**src/rtl/cpu_sequencer_if.sv**
```systemverilog
// rtl/cpu_sequencer_if.sv - instruction/data memory request/acknowledge bundle for cpu_sequencer
interface cpu_sequencer_if #(
  parameter int PC_WIDTH = 8
);
  logic                imem_req;
  logic [PC_WIDTH-1:0] imem_addr;
  logic                imem_ack;
  logic [8:0]          imem_rdata;
  logic                dmem_req;
  logic                dmem_we;
  logic                dmem_ack;

  modport master (
    output imem_req, imem_addr, dmem_req, dmem_we,
    input  imem_ack, imem_rdata, dmem_ack
  );

  modport slave (
    input  imem_req, imem_addr, dmem_req, dmem_we,
    output imem_ack, imem_rdata, dmem_ack
  );
endinterface

```
**src/rtl/cpu_sequencer.sv**
```systemverilog
// rtl/cpu_sequencer.sv - multi-cycle fetch/decode/exec/mem/writeback control sequencer
// Optional acknowledge watchdog enabled by defining SEQ_WATCHDOG_EN.
module cpu_sequencer #(
  parameter int PC_WIDTH = 8,
  parameter int WD_LIMIT = 15
) (
  input  logic                clk,
  input  logic                rst_n,
  input  logic                start,
  cpu_sequencer_if.master     mem,
  output logic [8:0]          instr,
  input  logic                dec_mem_read,
  input  logic                dec_mem_write,
  input  logic                dec_reg_write,
  input  logic                dec_car_write,
  input  logic                dec_halt,
  input  logic                jump,
  input  logic                branch_taken,
  input  logic [PC_WIDTH-1:0] jump_target,
  input  logic [PC_WIDTH-1:0] branch_target,
  output logic                reg_we,
  output logic                car_we,
  output logic [PC_WIDTH-1:0] pc,
  output logic                busy,
  output logic                halted,
  output logic                fault
);

  typedef enum logic [2:0] {
    S_IDLE   = 3'd0,
    S_FETCH  = 3'd1,
    S_DECODE = 3'd2,
    S_EXEC   = 3'd3,
    S_MEM    = 3'd4,
    S_WB     = 3'd5,
    S_HALT   = 3'd6
  } state_t;

  state_t              state_q, state_d;
  logic [PC_WIDTH-1:0] pc_q, pc_d;
  logic [8:0]          instr_q, instr_d;

`ifdef SEQ_WATCHDOG_EN
  localparam int WD_W = (WD_LIMIT > 1) ? $clog2(WD_LIMIT + 1) : 1;

  logic [WD_W-1:0] wd_q, wd_d;
  logic            fault_q, fault_d;
  logic            waiting;

  assign waiting = ((state_q == S_FETCH) && !mem.imem_ack) ||
                   ((state_q == S_MEM)   && !mem.dmem_ack);
`endif

  always_comb begin
    state_d = state_q;
    pc_d    = pc_q;
    instr_d = instr_q;
`ifdef SEQ_WATCHDOG_EN
    wd_d    = wd_q;
    fault_d = fault_q;
`endif
    case (state_q)
      S_IDLE: begin
        if (start) state_d = S_FETCH;
      end
      S_FETCH: begin
        if (mem.imem_ack) begin
          instr_d = mem.imem_rdata;
          state_d = S_DECODE;
        end
      end
      S_DECODE: begin
        state_d = dec_halt ? S_HALT : S_EXEC;
      end
      S_EXEC: begin
        state_d = (dec_mem_read || dec_mem_write) ? S_MEM : S_WB;
      end
      S_MEM: begin
        if (mem.dmem_ack) state_d = S_WB;
      end
      S_WB: begin
        // Jump has priority over a taken branch; otherwise fall through with natural wrap.
        if (jump)              pc_d = jump_target;
        else if (branch_taken) pc_d = branch_target;
        else                   pc_d = pc_q + 1'b1;
        state_d = S_FETCH;
      end
      S_HALT: begin
        if (start) begin
          pc_d    = '0;
`ifdef SEQ_WATCHDOG_EN
          fault_d = 1'b0;
`endif
          state_d = S_FETCH;
        end
      end
      default: state_d = S_IDLE;
    endcase

`ifdef SEQ_WATCHDOG_EN
    // The limit-th consecutive unacknowledged cycle gives up and parks in HALT.
    if (waiting) begin
      if (wd_q == WD_W'(WD_LIMIT - 1)) begin
        state_d = S_HALT;
        fault_d = 1'b1;
      end else begin
        wd_d = wd_q + 1'b1;
      end
    end
    if ((state_d != state_q) && ((state_d == S_FETCH) || (state_d == S_MEM))) begin
      wd_d = '0;
    end
`endif
  end

  always_ff @(posedge clk or negedge rst_n) begin
    if (!rst_n) begin
      state_q <= S_IDLE;
      pc_q    <= '0;
      instr_q <= '0;
`ifdef SEQ_WATCHDOG_EN
      wd_q    <= '0;
      fault_q <= 1'b0;
`endif
    end else begin
      state_q <= state_d;
      pc_q    <= pc_d;
      instr_q <= instr_d;
`ifdef SEQ_WATCHDOG_EN
      wd_q    <= wd_d;
      fault_q <= fault_d;
`endif
    end
  end

  // Requests and strobes decode straight from state so async reset drops them at once.
  assign mem.imem_req  = (state_q == S_FETCH);
  assign mem.imem_addr = pc_q;
  assign mem.dmem_req  = (state_q == S_MEM);
  assign mem.dmem_we   = (state_q == S_MEM) && dec_mem_write;
  assign reg_we        = (state_q == S_WB) && dec_reg_write;
  assign car_we        = (state_q == S_WB) && dec_car_write;
  assign instr         = instr_q;
  assign pc            = pc_q;
  assign busy          = (state_q != S_IDLE) && (state_q != S_HALT);
  assign halted        = (state_q == S_HALT);

`ifdef SEQ_WATCHDOG_EN
  assign fault = fault_q;
`else
  // WD_LIMIT has no effect without the watchdog.
  assign fault = 1'b0 & (WD_LIMIT > 0);
`endif

endmodule

```
**src/flat_wrapper.sv**
```systemverilog
// flat-port wrapper written by rule: the top's interface ports become plain ports
module cpu_sequencer_flat 
#(
  parameter int PC_WIDTH = 8,
  parameter int WD_LIMIT = 15
)
  (clk, rst_n, start, instr, dec_mem_read, dec_mem_write, dec_reg_write, dec_car_write, dec_halt, jump, branch_taken, jump_target, branch_target, reg_we, car_we, pc, busy, halted, fault, mem_imem_req, mem_imem_addr, mem_dmem_req, mem_dmem_we, mem_imem_ack, mem_imem_rdata, mem_dmem_ack);
  cpu_sequencer_if #(.PC_WIDTH(PC_WIDTH)) mem_i ();
  input  logic clk;
  input  logic rst_n;
  input  logic start;
  output logic [8:0] instr;
  input  logic dec_mem_read;
  input  logic dec_mem_write;
  input  logic dec_reg_write;
  input  logic dec_car_write;
  input  logic dec_halt;
  input  logic jump;
  input  logic branch_taken;
  input  logic [PC_WIDTH-1:0] jump_target;
  input  logic [PC_WIDTH-1:0] branch_target;
  output logic reg_we;
  output logic car_we;
  output logic [PC_WIDTH-1:0] pc;
  output logic busy;
  output logic halted;
  output logic fault;
  output wire logic [$bits(mem_i.imem_req)-1:0] mem_imem_req;
  output wire logic [$bits(mem_i.imem_addr)-1:0] mem_imem_addr;
  output wire logic [$bits(mem_i.dmem_req)-1:0] mem_dmem_req;
  output wire logic [$bits(mem_i.dmem_we)-1:0] mem_dmem_we;
  input wire logic [$bits(mem_i.imem_ack)-1:0] mem_imem_ack;
  input wire logic [$bits(mem_i.imem_rdata)-1:0] mem_imem_rdata;
  input wire logic [$bits(mem_i.dmem_ack)-1:0] mem_dmem_ack;
  assign mem_imem_req = mem_i.imem_req;
  assign mem_imem_addr = mem_i.imem_addr;
  assign mem_dmem_req = mem_i.dmem_req;
  assign mem_dmem_we = mem_i.dmem_we;
  assign mem_i.imem_ack = mem_imem_ack;
  assign mem_i.imem_rdata = mem_imem_rdata;
  assign mem_i.dmem_ack = mem_dmem_ack;
  cpu_sequencer #(.PC_WIDTH(PC_WIDTH), .WD_LIMIT(WD_LIMIT)) u_core (.clk(clk), .rst_n(rst_n), .start(start), .mem(mem_i), .instr(instr), .dec_mem_read(dec_mem_read), .dec_mem_write(dec_mem_write), .dec_reg_write(dec_reg_write), .dec_car_write(dec_car_write), .dec_halt(dec_halt), .jump(jump), .branch_taken(branch_taken), .jump_target(jump_target), .branch_target(branch_target), .reg_we(reg_we), .car_we(car_we), .pc(pc), .busy(busy), .halted(halted), .fault(fault));
endmodule
```
**config.mk**
```make
export PLATFORM = sky130hd
export DESIGN_NAME = cpu_sequencer_flat
export DESIGN_NICKNAME = d
export VERILOG_FILES = /design/src/rtl/cpu_sequencer_if.sv /design/src/rtl/cpu_sequencer.sv /design/src/flat_wrapper.sv
export SDC_FILE = /design/constraint.sdc
export NUM_CORES = 1
export LEC_CHECK = 0
export BUFFER_PORTS_ARGS = -buffer_cell sky130_fd_sc_hd__buf_2
export CAP_MARGIN = 30
export CORE_ASPECT_RATIO = 1.75
export CORE_MARGIN = 4
export CORE_UTILIZATION = 47
export CTS_CLUSTER_DIAMETER = 100
export CTS_CLUSTER_SIZE = 24
export DETAILED_ROUTE_END_ITERATION = 10
export HOLD_SLACK_MARGIN = 0.05
export PLACE_DENSITY_LB_ADDON = 0.08
export SYNTH_ARGS = -nofsm -noshare
export SYNTH_HDL_FRONTEND = slang
export SYNTH_SLANG_ARGS = --single-unit
```
**constraint.sdc**
```tcl
create_clock -name clk -period 4.5 [get_ports clk]
set_input_delay 0.675 -clock clk [delete_from_list [all_inputs] [get_ports clk]]
set_output_delay 0.675 -clock clk [all_outputs]
set_load 0.005 [all_outputs]
```
==> out/results.ini <==
[run_status]
status = complete, no violations

[layout]
regArea_um2 = 500
area_delta_synth_final_pct = 24.2
multi_input_area_um2 = 644
instances_no_fill = 215
final_nets = 228
final_area_um2 = 1590
drive_above_1_share_pct = 48.7
fillers = 225
diodes = 0

[yosys]
synth_area_um2 = 1280
ys_seq_area_share_pct = 39.1
syn_inst = 133
syn_area_per_cell_um2 = 9.61
synth_fa_ha_area_share_pct = 0.978
yosysWarnings = 0
ys.flop_type = dfrtp_1
synth_edf_count = 0
synth_top_family_by_area = compound AO/OA/AOI/OAI gates
synth_simple_gate_area_share_pct = 17.5
syn-num-nets = 171
ys_ff_latch = 20
synthMuxAreaShare_pct = 9.49
synth-xor-area-share_pct = 1.37
synth.distinct_cells = 42
synth-compound-area-share_pct = 20.7
synthArstFlopShare_pct = 100

[sta]
holdWs_ns = 0.356
finalSetupViolCount = 0
finalCritPeriodShare_pct = 48.5
fmax_ghz = 0.458
setup_slack_ns = 2.32
rsz0062_at_grt = no
final.min_clock_period_ns = 2.18
slew_viol_final = 0
finalSetupTns_ns = 0
finalHoldViolations = 0
finalClockSkew_ns = 0.00485

[clock_tree]
numCtsBuffers = 3
clk-insertion-delay-late_ns = 0.26
postCtsHoldBufs = 0
clk_pin_slew_worst_paths_ns = 0.08
cts-root-buf = clkbuf_8
post-cts-setup-buffers = 0
h-tree-depth = 1
postCtsResizedCells = 0
cts_tree = done
clock_path_buffers = 2
clock_sinks = 20

[placed_design]
place_hpwl_um = 2490
placed_area_um2 = 1530
gp_congestion = 0.826
dp.cells = 211
numPortBuffers = 68
dp_slack_ns = 2.58

[worst_setup_path]
crit_arrival_ns = 1.51
endpoint_kind = output port
reg2regPathDepth = 3
crit_type = register to output port
required_ns = 3.83
startpoint_type = register
path_max_fanout = 13

[floorplanning]
ios = 70
rows = 24
initial_utilization_pct = 50.1
die-area_um2 = 3650
die_w_um = 47.4
coreArea_um2 = 2550
die_h_um = 77

[hold_path]
hold_class = input pin to async pin

[power_and_ir_drop]
p_leak_uw = 0.000823
peakVddDrop_v = 0.000342
power_density_nw_per_um2 = 575

[grt]
gr-usage-all-layers_pct = 17.8
grt_max_degree = 21
grt_pass1_vias = 1143
grt-ovfl-total = 0
antenna_found_initial = 0
grt_pass1_wl_um = 4860

[routing]
post_drt_wl_per_cell_um = 14.7
drc = 0
dr.pass1.iters = 4
drt_iter0_drc = 24
wirelength_um = 3160
ant_nets = 0
via_per_inst = 5.62
vias = 1209

[run]
drv_cap = 0

## cells by family after synthesis
group	after synthesis
flip-flops	20
buffers and inverters	20
XOR/XNOR	2
adder cells (fa/ha/maj)	1
multiplexers	11
AND/OR/NAND/NOR	41
other	1
AO/OA/AOI/OAI	37
## stage by stage
step	power [uW]	util, %
finish	913	62.2
global route	993	62.2
CTS	927	62.2
detailed placement	786	60.0
global placement	768	60.0
floorplan	661	-
## cell usage after synthesis, types with 3 or more instances
master / count / area share, %
a21oi_1: 5 / 2.0
mux2_2: 9 / 7.9
nor2_1: 5 / 1.5
o21ai_0: 11 / 4.3
buf_4: 10 / 5.9
dfrtp_1: 20 / 39
inv_1: 4 / 1.2
o31ai_1: 3 / 1.8
buf_2: 3 / 1.2
and3_1: 4 / 2.0
and2_1: 3 / 1.5
nor3_1: 4 / 1.6
nand3_1: 3 / 1.2
nand2_1: 12 / 3.5
## final timing paths
check / startpoint / endpoint / slack (ns)
min in group clk: u_core.instr[1]$_DFFE_PN0P_ / u_core.instr[1]$_DFFE_PN0P_ / 0.51
worst min-delay path: rst_n / u_core.mem.imem_addr[3]$_DFFE_PN0P_ / 0.36
worst max-delay path: u_core.state_q[2]$_DFFE_PN0P_ / car_we / 2.32
worst max register to register: u_core.state_q[1]$_DFFE_PN0P_ / u_core.instr[0]$_DFFE_PN0P_ / 2.72
worst min register to register: u_core.instr[1]$_DFFE_PN0P_ / u_core.instr[1]$_DFFE_PN0P_ / 0.51
max in group asynchronous: rst_n / u_core.instr[8]$_DFFE_PN0P_ / 3.83
## registers in the layout, indices dropped and copies added (netlist names)
name	count
u_core.state_q	3
u_core.instr	9
u_core.mem.imem_addr	8
## placed cells by master, fill, tap and decap left out, types with 2 or more instances in the layout
cell type,n
a21o_2,2
dfrtp_1,20
and3b_2,2
nand2b_1,2
nand3_1,3
and3_1,4
xnor2_1,2
buf_2,68
and2_1,3
or3b_1,2
inv_1,4
nor3_1,4
a31oi_1,2
nor2_1,5
o31ai_1,3
mux2i_1,2
o21ai_0,11
mux2_2,9
o21a_1,2
a22o_1,2
nand2_1,12
clkbuf_8,4
a21oi_1,5
## area by class of cell
type,instances,share of cell area [%]
inverters,4,0.946
repair buffers,68,21.4
clock buffers,4,3.47
well taps,26,2.05
flip-flops and latches,20,31.5
multi-input cells,93,40.6
## power by group
group | switching, uW | internal, uW
registers | 102 | 265
logic | 178 | 232
clock network | 59.4 | 77.8
total | 339 | 574
## critical path, cell delays in order (launching register included)
cell and delay [ns]:
dfrtp_1 0.60, and3b_2 0.39, and2_1 0.15, buf_2 0.10
## metal layers
layer / vias up / GRT usage, % / wire (um)
met5: - / 0 / 0
met4: 0 / 9.14 / 70
met3: 6 / 3.28 / 304
met2: 66 / 30.2 / 1650
met1: 557 / 19.4 / 1140
li1: 580 / - / -
Power figures use the tool's default switching activity.
